[src/rtl/switch_allocator_if.sv]
// Switch-allocation bus between the router inports and the switch allocator.
// master = inport side (issues requests), slave = allocator (returns grants / crossbar selects).
interface switch_allocator_if #(
  parameter int unsigned NUM_PORTS = 5
);
  logic [NUM_PORTS-1:0]           sa_request;
  logic [NUM_PORTS*NUM_PORTS-1:0] req_outport;
  logic [NUM_PORTS-1:0]           req_tail;
  logic [NUM_PORTS-1:0]           valid_downstream_ports;
  logic [NUM_PORTS-1:0]           sa_grant;
  logic [NUM_PORTS*NUM_PORTS-1:0] xbar_sel;
  logic [NUM_PORTS-1:0]           out_locked;
  logic                           err_outport;

  modport master (
    output sa_request, req_outport, req_tail, valid_downstream_ports,
    input  sa_grant, xbar_sel, out_locked, err_outport
  );

  modport slave (
    input  sa_request, req_outport, req_tail, valid_downstream_ports,
    output sa_grant, xbar_sel, out_locked, err_outport
  );
endinterface

[src/rtl/switch_allocator.sv]
// Router switch allocator: per-output round-robin arbitration with optional wormhole
// locking from head to tail flit; grants and crossbar selects are same-cycle.
module switch_allocator #(
  parameter int unsigned NUM_PORTS = 5,
  parameter bit          LOCK_EN   = 1'b1
) (
  input logic               clk,
  input logic               rst,
  switch_allocator_if.slave sa
);
  localparam int unsigned PW  = (NUM_PORTS > 1) ? $clog2(NUM_PORTS) : 1;
  localparam int unsigned PW1 = PW + 1;

  typedef logic [NUM_PORTS-1:0] vec_t;

  vec_t [NUM_PORTS-1:0]          req_oh;   // [input] requested output
  vec_t [NUM_PORTS-1:0]          elig;     // [output] eligible inputs
  vec_t [NUM_PORTS-1:0]          sel;      // [output] one-hot winning input
  logic [NUM_PORTS-1:0][PW-1:0]  ptr;
  logic [NUM_PORTS-1:0][PW-1:0]  lock_owner;
  logic [NUM_PORTS-1:0][PW-1:0]  win_idx;
  vec_t                          lock_valid;
  vec_t                          req_ok;
  vec_t                          req_bad;
  vec_t                          grant;
  logic                          err_q;

  assign req_oh = sa.req_outport;

  // First set bit of cand, scanning upward from start with wrap-around.
  function automatic vec_t rr_pick(input vec_t cand, input logic [PW-1:0] start);
    logic           found;
    logic [PW1-1:0] pos;
    rr_pick = '0;
    found   = 1'b0;
    for (int k = 0; k < NUM_PORTS; k++) begin
      pos = PW1'(start) + PW1'(k);
      if (pos >= PW1'(NUM_PORTS)) pos = pos - PW1'(NUM_PORTS);
      if (!found && cand[pos[PW-1:0]]) begin
        rr_pick[pos[PW-1:0]] = 1'b1;
        found                = 1'b1;
      end
    end
  endfunction

  function automatic logic [PW-1:0] oh_index(input vec_t oh);
    oh_index = '0;
    for (int k = 0; k < NUM_PORTS; k++) begin
      if (oh[k]) oh_index = PW'(k);
    end
  endfunction

  // Malformed requests (zero or multiple outports) never compete.
  always_comb begin
    req_ok  = '0;
    req_bad = '0;
    for (int i = 0; i < NUM_PORTS; i++) begin
      req_ok[i]  = sa.sa_request[i] &  $onehot(req_oh[i]);
      req_bad[i] = sa.sa_request[i] & ~$onehot(req_oh[i]);
    end
  end

  // Per-output arbitration; a locked output only serves its owner.
  always_comb begin
    elig    = '0;
    sel     = '0;
    win_idx = '0;
    grant   = '0;
    for (int o = 0; o < NUM_PORTS; o++) begin
      for (int i = 0; i < NUM_PORTS; i++) begin
        elig[o][i] = req_ok[i] & req_oh[i][o] & sa.valid_downstream_ports[o];
      end
      if (lock_valid[o]) begin
        if (elig[o][lock_owner[o]]) sel[o][lock_owner[o]] = 1'b1;
      end else begin
        sel[o] = rr_pick(elig[o], ptr[o]);
      end
      if (rst) sel[o] = '0;
      win_idx[o] = oh_index(sel[o]);
      grant      = grant | sel[o];
    end
  end

  assign sa.sa_grant    = grant;
  assign sa.xbar_sel    = sel;
  assign sa.out_locked  = lock_valid;
  assign sa.err_outport = err_q;

  // Pointer advances only on unlocked grants; tail flits release the lock.
  always_ff @(posedge clk) begin
    if (rst) begin
      ptr        <= '0;
      lock_valid <= '0;
      lock_owner <= '0;
      err_q      <= 1'b0;
    end else begin
      if (|req_bad) err_q <= 1'b1;
      for (int o = 0; o < NUM_PORTS; o++) begin
        if (|sel[o]) begin
          if (!lock_valid[o]) begin
            ptr[o] <= (win_idx[o] == PW'(NUM_PORTS - 1)) ? '0 : win_idx[o] + PW'(1);
          end
          if (sa.req_tail[win_idx[o]]) begin
            lock_valid[o] <= 1'b0;
          end else if (LOCK_EN) begin
            lock_valid[o] <= 1'b1;
            lock_owner[o] <= win_idx[o];
          end
        end
      end
    end
  end
endmodule

[src/flat_wrapper.sv]
// flat-port wrapper written by rule: the top's interface ports become plain ports
module switch_allocator_flat 
#(
  parameter int unsigned NUM_PORTS = 5,
  parameter bit          LOCK_EN   = 1'b1
)
  (clk, rst, sa_sa_request, sa_req_outport, sa_req_tail, sa_valid_downstream_ports, sa_sa_grant, sa_xbar_sel, sa_out_locked, sa_err_outport);
  switch_allocator_if #(.NUM_PORTS(NUM_PORTS)) sa_i ();
  input logic clk;
  input logic rst;
  input wire logic [$bits(sa_i.sa_request)-1:0] sa_sa_request;
  input wire logic [$bits(sa_i.req_outport)-1:0] sa_req_outport;
  input wire logic [$bits(sa_i.req_tail)-1:0] sa_req_tail;
  input wire logic [$bits(sa_i.valid_downstream_ports)-1:0] sa_valid_downstream_ports;
  output wire logic [$bits(sa_i.sa_grant)-1:0] sa_sa_grant;
  output wire logic [$bits(sa_i.xbar_sel)-1:0] sa_xbar_sel;
  output wire logic [$bits(sa_i.out_locked)-1:0] sa_out_locked;
  output wire logic [$bits(sa_i.err_outport)-1:0] sa_err_outport;
  assign sa_i.sa_request = sa_sa_request;
  assign sa_i.req_outport = sa_req_outport;
  assign sa_i.req_tail = sa_req_tail;
  assign sa_i.valid_downstream_ports = sa_valid_downstream_ports;
  assign sa_sa_grant = sa_i.sa_grant;
  assign sa_xbar_sel = sa_i.xbar_sel;
  assign sa_out_locked = sa_i.out_locked;
  assign sa_err_outport = sa_i.err_outport;
  switch_allocator #(.NUM_PORTS(NUM_PORTS), .LOCK_EN(LOCK_EN)) u_core (.clk(clk), .rst(rst), .sa(sa_i));
endmodule
[config.mk]
export PLATFORM = sky130hd
export DESIGN_NAME = switch_allocator_flat
export DESIGN_NICKNAME = d
export VERILOG_FILES = /design/src/rtl/switch_allocator_if.sv /design/src/rtl/switch_allocator.sv /design/src/flat_wrapper.sv
export SDC_FILE = /design/constraint.sdc
export NUM_CORES = 1
export LEC_CHECK = 0
export BUFFER_PORTS_ARGS = -buffer_cell sky130_fd_sc_hd__buf_2
export CAP_MARGIN = 10
export CORE_MARGIN = 5
export CORE_UTILIZATION = 35
export DETAILED_ROUTE_END_ITERATION = 10
export PLACE_DENSITY = 0.57
export SLEW_MARGIN = 10
export SYNTH_ARGS = -nofsm -noshare
export SYNTH_HDL_FRONTEND = slang
export SYNTH_SLANG_ARGS = --single-unit
[constraint.sdc]
create_clock -name clk -period 10.3 [get_ports clk]
set_input_delay 1.03 -clock clk [delete_from_list [all_inputs] [get_ports clk]]
set_output_delay 1.03 -clock clk [all_outputs]
set_load 0.01 [all_outputs]
; ---- Word level (Yosys, flattened, before mapping)
; Index checks and enable logic that the tools add are counted.
[classes]
eq_ne = 10
addsub = 70
order_cmp = 90
reduce_logical = 86
bitwise_logic = 99
n_mux = 310
[ops]
columns = op, count
row1 = 5-bit 2-to-1 mux, 60
row2 = 3-bit 2-to-1 mux, 60
row3 = 3-bit by 4-bit < comparator with 1-bit output (second input constant), 35
row4 = 5-bit OR, 24
row5 = 1-bit 2-to-1 mux, 115
row6 = 1-bit binary-select mux with 3-bit select, 35
row7 = 1-bit demux with 3-bit select, 30
row8 = 3-bit by 1-bit >= comparator with 1-bit output (second input constant), 30
row9 = 4-bit by 3-bit >= comparator with 1-bit output (second input constant), 20
row10 = 3-bit subtractor (second input constant), 25
row11 = 1-bit bitwise AND, 60
row12 = 1-bit logical AND, 50
row13 = 3-bit by 2-bit adder with 4-bit output (second input constant), 10
row14 = 5-bit OR reduction, 6
row15 = 1-bit by 1-bit adder with 2-bit output, 10
row16 = 3-bit by 1-bit adder with 4-bit output (second input constant), 5
row17 = 3-bit by 3-bit adder with 4-bit output (second input constant), 5
row18 = 1-bit zero test, 20
row19 = 2-bit 2-to-1 mux, 10
row20 = 2-bit AND reduction, 10
row21 = 3-bit by 1-bit adder with 3-bit output, 5
row22 = 3-bit by 1-bit adder with 3-bit output (second input constant), 5
row23 = 3-bit by 1-bit equality test with 1-bit output (second input constant), 5
row24 = 3-bit equality test (second input constant), 5
row25 = other kinds (4), 25
[word_totals]
input_bits = 42
wordCells = 681
ff_bits = 36
out_inout_bits = 36

; ---- Logic depth before layout (Yosys ltp)
; Gate-level depths: netlist of the first run.
[logic_depth]
word_depth = 36
ltp_mapped = 19
mapped_depth_nobuf = 18

; ---- Least setup slack after synthesis of the first run
; Ideal clock, no wire load.
[synth_path]
kind = in2out
startpoint = in sa_req_outport[5]
endpoint = out sa_sa_grant[0]
path_buffers = 1
cell_stages = 14
required_time_ns = 9.270
path_slack_ns = 4.475
arrival_ns = 4.795
path_cell_list = ha_1 fa_1 inv_1 fa_1 and4_1 buf_2 nand3_1 mux2i_1 mux2_2 a21oi_1 a21oi_1 o311ai_0 a221oi_1 or4b_2
[synth_via]
elab_chain_cells = 32
[synth_rtl]
columns = item, line_no
row1 = start: declaration, flat_wrapper.sv:12  ; input wire logic [$bits(sa_i.req_outport)-1:0] sa_req_outport;
row2 = 1-bit by 1-bit adder with 2-bit output (not written as such), switch_allocator.sv:58  ; req_ok[i] = sa.sa_request[i] & $onehot(req_oh[i]);
row3 = 3-bit adder (not written as such), switch_allocator.sv:58
row4 = 3-bit by 1-bit adder with 3-bit output (not written as such), switch_allocator.sv:58
row5 = 3-bit by 1-bit equality test with 1-bit output, switch_allocator.sv:58
row6 = 1-bit bitwise AND, switch_allocator.sv:58
row7 = 1-bit bitwise AND (*) (2 in a row), switch_allocator.sv:71  ; elig[o][i] = req_ok[i] & req_oh[i][o] & sa.valid_downstream_ports[o];
row8 = 1-bit binary-select mux with 3-bit select, switch_allocator.sv:39  ; if (!found && cand[pos[PW-1:0]]) begin
row9 = 1-bit 2-to-1 mux (not written as such), switch_allocator.sv:39
row10 = (+13 left out), -
row11 = 1-bit 2-to-1 mux, switch_allocator.sv:73  ; if (lock_valid[o]) begin
row12 = 1-bit zero test, switch_allocator.sv:39
row13 = 1-bit logical AND, switch_allocator.sv:39
row14 = 5-bit 2-to-1 mux, switch_allocator.sv:39
row15 = 5-bit 2-to-1 mux (*), switch_allocator.sv:73
row16 = 5-bit 2-to-1 mux (*), switch_allocator.sv:78  ; if (rst) sel[o] = '0;
row17 = via sa_xbar_sel[0], flat_wrapper.sv:16  ; output wire logic [$bits(sa_i.xbar_sel)-1:0] sa_xbar_sel;
row18 = 5-bit OR (*) (4 in a row), switch_allocator.sv:80  ; grant = grant | sel[o];
row19 = end: declaration, flat_wrapper.sv:15  ; output wire logic [$bits(sa_i.sa_grant)-1:0] sa_sa_grant;
; Mark *: on every way through the listed nets, which the timed path passes. The rest lies on a longest branch. The select of a mux whose other input is x is not followed.

; ---- Worst setup path after layout of the first run
[layout_path]
startpoint = in sa_req_outport[7]
endpoint = out sa_sa_grant[0]
[layout_via]
elab_chain_cells = 32
[layout_rtl]
columns = item, line_no
row1 = 1-bit by 1-bit adder with 2-bit output (not written as such), switch_allocator.sv:58
row2 = 3-bit adder (not written as such), switch_allocator.sv:58
row3 = 3-bit by 1-bit adder with 3-bit output (not written as such), switch_allocator.sv:58
row4 = 3-bit by 1-bit equality test with 1-bit output, switch_allocator.sv:58
row5 = 1-bit bitwise AND, switch_allocator.sv:58
row6 = 1-bit bitwise AND (2 in a row), switch_allocator.sv:71
row7 = 1-bit binary-select mux with 3-bit select, switch_allocator.sv:39
row8 = 1-bit 2-to-1 mux (not written as such), switch_allocator.sv:39
row9 = (+13 left out), -
row10 = 1-bit 2-to-1 mux, switch_allocator.sv:73
row11 = 1-bit zero test, switch_allocator.sv:39
row12 = 1-bit logical AND, switch_allocator.sv:39
row13 = 5-bit 2-to-1 mux, switch_allocator.sv:39
row14 = 5-bit 2-to-1 mux, switch_allocator.sv:73
row15 = 5-bit 2-to-1 mux, switch_allocator.sv:78
row16 = 5-bit OR (3 in a row), switch_allocator.sv:80
row17 = 5-bit OR (*), switch_allocator.sv:80
; Mark *: on every way between the ends. The rest lies on a longest branch, timed or not. The select of a mux whose other input is x is not followed.

==> results.toml, run 1 <==
[run_status]
run_status = "finished clean"

[die]
core_area_sq_mm = 0.02613
pin_count = 78
num_rows = 59
die_width_microns = 173.1
floorplan.die.height_microns = 173.1
initial_core_util = 0.3564
die-area_sq_mm = 0.02997

[synthesis]
largest_family_of_logic_cells_by_synthesized_area = "compound AO/OA/AOI/OAI gates"
syn_area_sq_mm = 0.009313
synth.yosys.warnings = 0
avgSynthCellArea_sq_um = 7.131
count_of_state_elements_after_synthesis = 36
synth-simple-area-share = 0.3202
synth_sequential_area_ratio = 0.07739
asyncSetResetFlopFracSynth = 0
synth_enable_flop_cells = 0
yosys.area_share.xor_xnor = 0.01962
synthCells = 1306
synth-main-ff-cell = "sky130_fd_sc_hd__dfxtp_1"
yosys.cell_types.count = 114
yosys-mux-area-fraction = 0.04098
post_synth_fa_ha_maj_area_fraction = 0.1035
synth-compound-area-share = 0.3673
synth_fp_nets = 1416

[timing]
timing.hold.ws_ns = 0.5231
final_min_period_over_clock_period = 0.6635
layout_min_cycle_time_ns = 6.834
relSlewSlack = 0.4390
finalClockSkew_ns = 0.003088
setup_violation_total_in_the_final_timing_report = 0
rsz0062_at_grt = "no"
slew_violations = 0
report.final.hold_viol_count = 0
setup-tns-final_ns = 0
max_clock_freq_ghz = 0.1463
worstMarginPinSlew_ns = 0.8415

[worst_setup_path]
path_cells = "buf_2 -> ha_1 -> fa_1 -> inv_1 -> fa_1 -> and4_1 -> nand3_1 -> mux2i_1 -> mux2_2 -> a21oi_1 -> a21oi_1 -> o311ai_0 -> a221oi_1 -> or4b_2 -> buf_2"
critical_path_required_ns = 9.27
cp_slowest_cell = "sky130_fd_sc_hd__or4b_2"
critical-path-max-stage-delay_ns = 0.76
cp-start-kind = "primary input"
crit_path_max_fanout = 10
critPathKind = "primary input to output port"
worst_path_dominant_cell_family = "simple AND/OR/NAND/NOR gates"
timing.critical_path.to_type = "output port"
critPathArrivalTime_ns = 5.80
worst-path-buf-inv = 3

[routing]
avgViaCountPerCell = 6.419
antenna_nets_post_route = 0
drt_first_iter_violations = 1179
routed-via-count = 10670
drtPass1Iterations = 6
drc_errors = 0
finalWirelength_microns = 34500
post_drt_wl_per_cell_microns = 20.75

[finish]
leading_cell_type_in_the_layout_fill_and_taps_excluded = "sky130_fd_sc_hd__nor2_1"
layout-drive-gt1-share = 0.1402
layout-area-overhead-vs-synth_pct = 7.430
finish.utilization = 0.3828
nets_finish = 1436
post-route-cell-area_sq_mm = 0.01000
layout_common_cells = "104 x sky130_fd_sc_hd__nor2_1, 85 x sky130_fd_sc_hd__a21oi_1, 84 x sky130_fd_sc_hd__nand2_1, 77 x sky130_fd_sc_hd__buf_2, 75 x sky130_fd_sc_hd__inv_1"

[placed_design]
placedInstanceArea_sq_mm = 0.009831
port_buffers = 77
globalplace.congestion = 1.022
dp_hpwl_microns = 27640

[clock_network]
cts_hold_buffers = 0
clock_tree.buffer_depth = 2
cts-htree-levels = 2
cts_sinks = 36
cts_repair_resize_count = 0
cts_setup_buffers = 0
clock_latency_ns = 0.29
path_clk_slew_ns = 0.06
number_of_buffers_added_by_the_clock_tree_synthesis_step = 5
cts_tree = "built"
cts_root_buffer = "sky130_fd_sc_hd__clkbuf_16"

[power_and_ir_drop]
design_power_total_mw = 2.859
p_per_area_mw_per_mm2 = 285.8
power.leakage_nw = 3.945
worst_ir_drop_vdd_mv = 0.1293

[global_route]
number_of_antenna_violations_at_the_first_check_in_global_routing = 1
overflow = 0
largest_net_degree_at_the_start_of_global_routing = 51
grt_pass1_wl_microns = 54440
grt_pass1_vias = 9732
global_route.usage.total = 0.2181

[hold_path]
min-delay-path-class = "flip-flop to flip-flop"

[job]
cap_violations = 0
## routing by layer
layer,wire length [microns],vias up,GRT usage
li1,-,5034,-
met1,15500,5092,0.3028
met2,15520,481,0.3496
met3,2293,67,0.02860
met4,1185,0,0.07283
met5,0,-,0
## cells by family after synthesis
kind of cell | after synthesis
mux | 36
xor+xnor | 20
simple gates | 537
flops | 36
buf+inv | 155
compound gates | 454
fa+ha+maj | 68
## final timing paths
path | from | endpoint | slack (ns) | depth (start not counted)
worst max-delay path | sa_req_outport[7] | sa_sa_grant[0] | 3.47 | 15
worst min-delay path | u_core.lock_owner[6]$_SDFFE_PP0P_ | u_core.lock_owner[6]$_SDFFE_PP0P_ | 0.52 | 2
worst max register to register | u_core.ptr[10]$_SDFFE_PP0P_ | u_core.lock_owner[9]$_SDFFE_PP0P_ | 5.23 | 15
worst min register to register | u_core.lock_owner[6]$_SDFFE_PP0P_ | u_core.lock_owner[6]$_SDFFE_PP0P_ | 0.52 | 2
## metrics by stage
step           setup WS (ns)  cells
2_1_floorplan          4.475   1306
3_3_place_gp           3.739   1654
3_5_place_dp           3.627   1654
4_1_cts                3.613   1662
5_1_grt                3.314   1663
6_report               3.466   1663
## power breakdown
| part | total [mW] | internal, mW | switching [mW] | leakage (nW) |
|---|---|---|---|---|
| combinational | 2.41 | 0.914 | 1.50 | 3.57 |
| clock | 0.184 | 0.115 | 0.0688 | 0.0804 |
| sequential | 0.266 | 0.178 | 0.0884 | 0.294 |
| total | 2.86 | 1.21 | 1.65 | 3.95 |
## registers in the layout (all words and copies together), names as in the netlist
register / count
u_core.lock_owner: 15
u_core.sa.out_locked: 5
u_core.sa.err_outport: 1
u_core.ptr: 15
## layout make-up
class	instances	area, sq um
antenna	1	2.502
clock buffer	5	125.1
clock inverter	3	46.29
fill	2793	16130
inverter	82	307.8
multi-input combinational	1115	7930
sequential	36	720.7
tap	335	419.2
timing repair buffer	86	452.9
## worst reg2reg max path, stage by stage (launching register included)
cell and delay (ns):
sky130_fd_sc_hd__dfxtp_1 0.72, sky130_fd_sc_hd__inv_1 0.22, sky130_fd_sc_hd__ha_1 0.25, sky130_fd_sc_hd__ha_1 0.46, sky130_fd_sc_hd__inv_2 0.15, sky130_fd_sc_hd__a22oi_4 0.32, sky130_fd_sc_hd__a21o_1 0.18, sky130_fd_sc_hd__a211oi_2 0.09
sky130_fd_sc_hd__a21boi_2 0.18, sky130_fd_sc_hd__o21ba_1 0.46, sky130_fd_sc_hd__nand4_1 0.17, sky130_fd_sc_hd__a311oi_2 0.60, sky130_fd_sc_hd__mux2i_1 0.35, sky130_fd_sc_hd__a211oi_1 0.12, sky130_fd_sc_hd__a211o_2 0.39, sky130_fd_sc_hd__mux2_4 0.30
## synthesized netlist by cell type (22+ instances only)
cell	number	share of area
sky130_fd_sc_hd__nor2_1	104	0.042
sky130_fd_sc_hd__a21oi_1	85	0.046
sky130_fd_sc_hd__nand2_1	84	0.034
sky130_fd_sc_hd__inv_1	75	0.030
sky130_fd_sc_hd__nand3_1	70	0.038
sky130_fd_sc_hd__o21ai_0	70	0.038
sky130_fd_sc_hd__ha_1	53	0.071
sky130_fd_sc_hd__nor3_1	43	0.023
sky130_fd_sc_hd__dfxtp_1	36	0.077
sky130_fd_sc_hd__buf_2	34	0.018
sky130_fd_sc_hd__mux2i_1	31	0.033
sky130_fd_sc_hd__and3_1	30	0.020
sky130_fd_sc_hd__nand2b_1	30	0.020
sky130_fd_sc_hd__clkbuf_1	29	0.012
sky130_fd_sc_hd__a211oi_1	27	0.022
sky130_fd_sc_hd__nor2b_1	27	0.018
sky130_fd_sc_hd__and2_1	22	0.015
Power figures use the tool's default switching activity.
==> inputs of run 2 (changes only) <==
Clock period 10.3 ns to 6.9 ns, I/O delays scaled along.
==> run 2 against run 1 <==
Effect of this change:
- critical path type unchanged
- worst hold slack gained 0.0054 ns
- critical endpoint unchanged
- register-to-register slack lost 3.4 ns
- clock power grew 46%
- total power grew 49%
- setup slack lost 2.6 ns
- clock skew is essentially flat
- die area is the same
- wire length shrank 0.62%
==> results.toml, run 2 (synthesis results as in run 1) <==
[clock_network]
cts_repair_resize_count = 0
cts_root_buffer = "sky130_fd_sc_hd__clkbuf_16"
cts_tree = "built"
cts_hold_buffers = 0
clock_latency_ns = 0.29
clock_tree.buffer_depth = 2
cts_sinks = 36
cts_setup_buffers = 0
path_clk_slew_ns = 0.06
cts-htree-levels = 2
number_of_buffers_added_by_the_clock_tree_synthesis_step = 5

[timing]
setup-tns-final_ns = 0
final_min_period_over_clock_period = 0.8692
layout_min_cycle_time_ns = 5.998
relSlewSlack = 0.4453
rsz0062_at_grt = "no"
report.final.hold_viol_count = 0
finalClockSkew_ns = 0.003191
worstMarginPinSlew_ns = 0.8321
timing.hold.ws_ns = 0.5285
slew_violations = 0
postLayoutSetupSlackWorst_ns = 0.9023
max_clock_freq_ghz = 0.1667
setup_violation_total_in_the_final_timing_report = 0

[global_route]
number_of_antenna_violations_at_the_first_check_in_global_routing = 0
global_route.usage.total = 0.2150
grt_util_met3 = 0.03777
largest_net_degree_at_the_start_of_global_routing = 32
grt_util_met2 = 0.3459
grt_most_used_layer = "met2"
grt_pass1_wl_microns = 53580
grt_pass1_vias = 9603
overflow = 0
globalRouteMet1Util = 0.2978

[worst_setup_path]
rr_worst_depth = 15
critPathArrivalTime_ns = 5.31
critical_path_required_ns = 6.21
r2r_setup_slack_ns = 1.85
critPathKind = "primary input to output port"
r2r-end = "u_core.lock_owner[6]$_SDFFE_PP0P_"
timing.critical_path.to_type = "output port"
crit_path_max_fanout = 10
critical_path.reg2reg.startpoint = "u_core.ptr[7]$_SDFFE_PP0P_"
cp-start-kind = "primary input"

[routing]
antenna_nets_post_route = 0
avgViaCountPerCell = 6.336
drt_first_iter_violations = 1082
routed-via-count = 10530
drc_errors = 0
drtPass1Iterations = 5
post_drt_wl_per_cell_microns = 20.63
finalWirelength_microns = 34290

[hold_path]
hold_path_startpoint = "u_core.lock_owner[6]$_SDFFE_PP0P_"
min-delay-path-class = "flip-flop to flip-flop"
worstHoldEndpoint = "u_core.lock_owner[6]$_SDFFE_PP0P_"
worstHoldPathCells = 2

[placed_design]
port_buffers = 77
pre_cts_ws_ns = 0.9618
dp_hpwl_microns = 27350
globalplace.congestion = 0.9764

[finish]
fillers = 2814
layout-area-overhead-vs-synth_pct = 7.363
nets_finish = 1436
leading_cell_type_in_the_layout_fill_and_taps_excluded = "sky130_fd_sc_hd__nor2_1"
layout_common_cells = "104 x sky130_fd_sc_hd__nor2_1, 85 x sky130_fd_sc_hd__a21oi_1, 84 x sky130_fd_sc_hd__nand2_1, 77 x sky130_fd_sc_hd__buf_2, 75 x sky130_fd_sc_hd__inv_1"
antenna-diode-count = 0
layout-drive-gt1-share = 0.1402

[power_and_ir_drop]
internal_power_summed_over_all_cells_mw = 1.806
swShare = 0.5767
design_power_total_mw = 4.268
power.leakage_nw = 3.944
clock_power_frac = 0.063
pwr-share-seq = 0.093
worst_ir_drop_vdd_mv = 0.1479
pwr-share-comb = 0.844
p_per_area_mw_per_mm2 = 426.8
p_sw_mw = 2.461

[die]
initial_core_util = 0.3564
core_area_sq_mm = 0.02613
num_rows = 59
pin_count = 78
die_width_microns = 173.1
floorplan.die.height_microns = 173.1
die-area_sq_mm = 0.02997

[run_status]
run_status = "finished clean"

[job]
cap_violations = 0
[run 2: changes by cell type in the layout (fill, tap and decap cells not counted)]
cell	previous run	this run
sky130_fd_sc_hd__clkinv_2	0	1
sky130_fd_sc_hd__inv_6	1	0
sky130_fd_sc_hd__diode_2	1	0
[run 2: worst max-delay path by stage]
stage / from / endpoint / slack, ns
2_1_floorplan: sa_req_outport[5] / sa_sa_grant[0] / 1.75
3_3_place_gp: sa_req_outport[0] / sa_sa_grant[0] / 1.03
4_1_cts: sa_req_outport[6] / sa_sa_grant[0] / 0.95
5_1_grt: sa_req_outport[6] / sa_sa_grant[0] / 0.66
3_5_place_dp: sa_req_outport[6] / sa_sa_grant[0] / 0.96
6_report: sa_req_outport[7] / sa_sa_grant[0] / 0.90
[run 2: area by class of cell]
type / instances / area [sq um] / area share
multi-input cells: 1115 / 7930 / 0.7931
inverters: 82 / 307.8 / 0.03078
flip-flops and latches: 36 / 720.7 / 0.07208
clock buffers: 5 / 125.1 / 0.01251
clock inverters: 3 / 42.54 / 0.004255
well taps: 335 / 419.2 / 0.04192
repair buffers: 86 / 452.9 / 0.04530
[run 2: worst max-delay path, stage by stage]
cell                       delay (ns)
sky130_fd_sc_hd__buf_2           0.15
sky130_fd_sc_hd__ha_1            0.31
sky130_fd_sc_hd__fa_1            0.37
sky130_fd_sc_hd__inv_1           0.09
sky130_fd_sc_hd__fa_1            0.44
sky130_fd_sc_hd__and4_1          0.36
sky130_fd_sc_hd__nand3_1         0.36
sky130_fd_sc_hd__mux2i_1         0.11
sky130_fd_sc_hd__mux2_2          0.29
sky130_fd_sc_hd__a21oi_1         0.40
sky130_fd_sc_hd__a21oi_1         0.12
sky130_fd_sc_hd__o311ai_0        0.35
sky130_fd_sc_hd__a221oi_1        0.16
sky130_fd_sc_hd__buf_4           0.19
sky130_fd_sc_hd__or4b_2          0.73
sky130_fd_sc_hd__buf_2           0.18
[run 2: power by group through the flow]
stage | clock network, mW | registers [mW] | logic, mW
floorplan | 0 | 0.333 | 2.76
global placement | 0 | 0.399 | 3.51
detailed placement | 0 | 0.398 | 3.52
CTS | 0.272 | 0.394 | 3.53
global route | 0.280 | 0.412 | 3.94
finish | 0.268 | 0.397 | 3.60
[run 2: metal layers]
metal / routed length (microns) / share of wire / vias up
li1: - / - / 5024
met1: 15520 / 0.45 / 5043
met2: 15300 / 0.45 / 407
met3: 2553 / 0.074 / 57
met4: 915 / 0.027 / 0
met5: 0 / 0 / -
[run 2: through the flow]
| stage | cells | util | cell area, sq um |
|---|---|---|---|
| 2_1_floorplan | 1306 | - | 9313 |
| 3_3_place_gp | 1654 | 0.3762 | 9831 |
| 3_5_place_dp | 1654 | 0.3762 | 9831 |
| 4_1_cts | 1662 | 0.3826 | 9998 |
| 5_1_grt | 1662 | 0.3826 | 9998 |
| 6_report | 1662 | 0.3826 | 9998 |
==> inputs of run 3 (changes only) <==
Settings changed: ABC_AREA set to 1.
==> run 3 against run 2 <==
Effect of this change:
- register-to-register slack improved by 0.93 ns
- area after synthesis is 3.2% higher
- wire length fell by 4.5%
- combinational power up 40%
- via count is 7.6% higher
- setup slack better by 0.60 ns
- flip-flop and latch count unchanged
- sequential share of layout area shrank 0.29 points
- synthesized cell count is 34% higher
- die area increased by 3.0%
- largest cell class unchanged
- fmax grew 11%
==> results.toml, run 3 <==
[worst_setup_path]
path_cells = "buf_2 -> inv_1 -> fa_1 -> fa_1 -> inv_1 -> ha_1 -> nor2_4 -> nand4_1 -> nand3_1 -> nand2_1 -> nand2_1 -> nand2_1 -> nand2_1 -> nand2_2 -> nand3_1 -> nor2_1 -> nor2_1 -> nand3_1 -> nand2_2 -> inv_1 -> nor3_1 -> nand3_1 -> buf_2"
cp-start-kind = "primary input"
critPathKind = "primary input to output port"
cp_slowest_cell = "sky130_fd_sc_hd__fa_1"
critical-path-max-stage-delay_ns = 0.49
worst_path_dominant_cell_family = "simple AND/OR/NAND/NOR gates"
worst-path-buf-inv = 5
critical_path_required_ns = 6.21
critPathArrivalTime_ns = 4.70
timing.critical_path.to_type = "output port"
crit_path_max_fanout = 7
worstSetupPathDepth = 23
rr_worst_depth = 22

[finish]
fillers = 3066
layout-area-overhead-vs-synth_pct = 8.397
antenna-diode-count = 0
layout-drive-gt1-share = 0.1680
leading_cell_type_in_the_layout_fill_and_taps_excluded = "sky130_fd_sc_hd__nand2_1"
multiInputGateArea_sq_mm = 0.007829
nets_finish = 1924
layout_common_cells = "568 x sky130_fd_sc_hd__nand2_1, 221 x sky130_fd_sc_hd__nand3_1, 196 x sky130_fd_sc_hd__inv_1, 165 x sky130_fd_sc_hd__nor2_1, 77 x sky130_fd_sc_hd__buf_2"
seqCellArea_sq_um = 720.7

[routing]
routed-via-count = 11330
drc_errors = 0
drt_first_iter_violations = 951
antenna_nets_post_route = 0
avgViaCountPerCell = 5.254
finalWirelength_microns = 32760
drtPass1Iterations = 5
post_drt_wl_per_cell_microns = 15.19

[timing]
layout_min_cycle_time_ns = 5.393
final_min_period_over_clock_period = 0.7816
slew_violations = 0
relSlewSlack = 0.5433
setup-tns-final_ns = 0
finalClockSkew_ns = 0.004566
rsz0062_at_grt = "no"
worstMarginPinSlew_ns = 0.6840
max_clock_freq_ghz = 0.1854
report.final.hold_viol_count = 0
setup_violation_total_in_the_final_timing_report = 0

[power_and_ir_drop]
worst_ir_drop_vdd_mv = 0.2297
power.leakage_nw = 5.619
p_per_area_mw_per_mm2 = 545.7
design_power_total_mw = 5.685

[run_status]
run_status = "finished clean"

[synthesis]
synth-main-ff-cell = "sky130_fd_sc_hd__dfxtp_1"
asyncSetResetFlopFracSynth = 0
yosysMostFrequentCell = "sky130_fd_sc_hd__nand2_1"
syn_area_sq_mm = 0.009610
synth.yosys.warnings = 0
synth_fp_nets = 1861
yosys.cell_types.count = 51
yosysTopAreaCellShare = 0.2218
synth_sequential_area_ratio = 0.07499
synthCells = 1751
synth.top_cells.by_area = "sky130_fd_sc_hd__nand2_1 22%, sky130_fd_sc_hd__nand3_1 12%, sky130_fd_sc_hd__inv_1 7.7%"
count_of_state_elements_after_synthesis = 36
ys_top_cells_by_count = "568 x sky130_fd_sc_hd__nand2_1, 221 x sky130_fd_sc_hd__nand3_1, 196 x sky130_fd_sc_hd__inv_1"
avgSynthCellArea_sq_um = 5.489
synthDominantAreaCellType = "sky130_fd_sc_hd__nand2_1"
synth_enable_flop_cells = 0

[die]
floorplan.die.height_microns = 175.7
num_rows = 60
die-area_sq_mm = 0.03087
initial_core_util = 0.3556
core_area_sq_mm = 0.02703
die_width_microns = 175.7
pin_count = 78

[clock_network]
cts-htree-levels = 2
cts_repair_resize_count = 0
clock_tree.buffer_depth = 2
path_clk_slew_ns = 0.06
cts_sinks = 36
cts_tree = "built"
clock_latency_ns = 0.29
cts_root_buffer = "sky130_fd_sc_hd__clkbuf_16"
cts_setup_buffers = 0
cts_hold_buffers = 0
number_of_buffers_added_by_the_clock_tree_synthesis_step = 5

[global_route]
grt_pass1_wl_microns = 53140
overflow = 0
global_route.usage.total = 0.2067
grt_pass1_vias = 10490
largest_net_degree_at_the_start_of_global_routing = 50
number_of_antenna_violations_at_the_first_check_in_global_routing = 0

[placed_design]
port_buffers = 77
globalplace.congestion = 0.9285
dp_hpwl_microns = 27180

[hold_path]
worstHoldPathCells = 2
min-delay-path-class = "flip-flop to flip-flop"

[job]
cap_violations = 0
run 3: path summary, 6_finish.rpt:
path	start	endpoint	slack, ns
max	sa_req_outport[0]	sa_sa_grant[1]	1.51
min	u_core.lock_owner[13]$_SDFFE_PP0P_	u_core.lock_owner[13]$_SDFFE_PP0P_	0.50
max reg2reg	u_core.ptr[0]$_SDFFE_PP0P_	u_core.lock_owner[0]$_SDFFE_PP0P_	2.78
min reg2reg	u_core.lock_owner[13]$_SDFFE_PP0P_	u_core.lock_owner[13]$_SDFFE_PP0P_	0.50
run 3: area by class of cell:
type                       count  share of cell area
clock buffer                   5             0.01201
timing repair buffer          78             0.03771
inverter                     239             0.08684
sequential                    36             0.06918
clock inverter                 3            0.001802
multi-input combinational   1454              0.7515
tap                          341             0.04096
run 3: worst reg2reg max path: cells and delay by family, from the launching register on:
family	cells	cell delay, ns
buffers and inverters	4	0.65
DFF	1	0.69
AOI/OAI and AO/OA	1	0.52
adders and majority gates	2	0.68
and+or+nand+nor	15	1.50
run 3: cells by family (layout without fill, tap and decap cells):
| kind of cell | after synthesis | count (layout) | share of synthesized area |
|---|---|---|---|
| AO/OA/AOI/OAI | 162 | 162 | 0.1044 |
| buffers and inverters | 261 | 325 | 0.1104 |
| XOR/XNOR | 11 | 11 | 0.01393 |
| flip-flops | 36 | 36 | 0.07499 |
| adder cells (fa/ha/maj) | 68 | 68 | 0.1002 |
| AND/OR/NAND/NOR | 1213 | 1213 | 0.5960 |
run 3: report_power, final:
part           switching (mW)  total (mW)  internal, mW
Sequential              0.137       0.405         0.267
Combinational            3.45        5.05          1.60
Clock                  0.0977       0.231         0.133
run 3: per-layer routing:
metal	global-route usage	share of wire
met2	0.3442	0.46
met3	0.03035	0.061
met5	0	0
met1	0.2758	0.45
met4	0.06530	0.032
run 3: stage by stage:
step | util | hold slack [ns] | setup WS, ns | cells | instance area [sq um]
after floorplan | - | 0.4650 | 2.669 | 1751 | 9610
after global placement | 0.3801 | 0.4872 | 1.606 | 2148 | 10270
after detailed placement | 0.3801 | 0.4921 | 1.585 | 2148 | 10270
after CTS | 0.3855 | 0.5039 | 1.581 | 2156 | 10420
after global routing | 0.3855 | 0.5441 | 1.204 | 2156 | 10420
final | 0.3855 | 0.5020 | 1.507 | 2156 | 10420
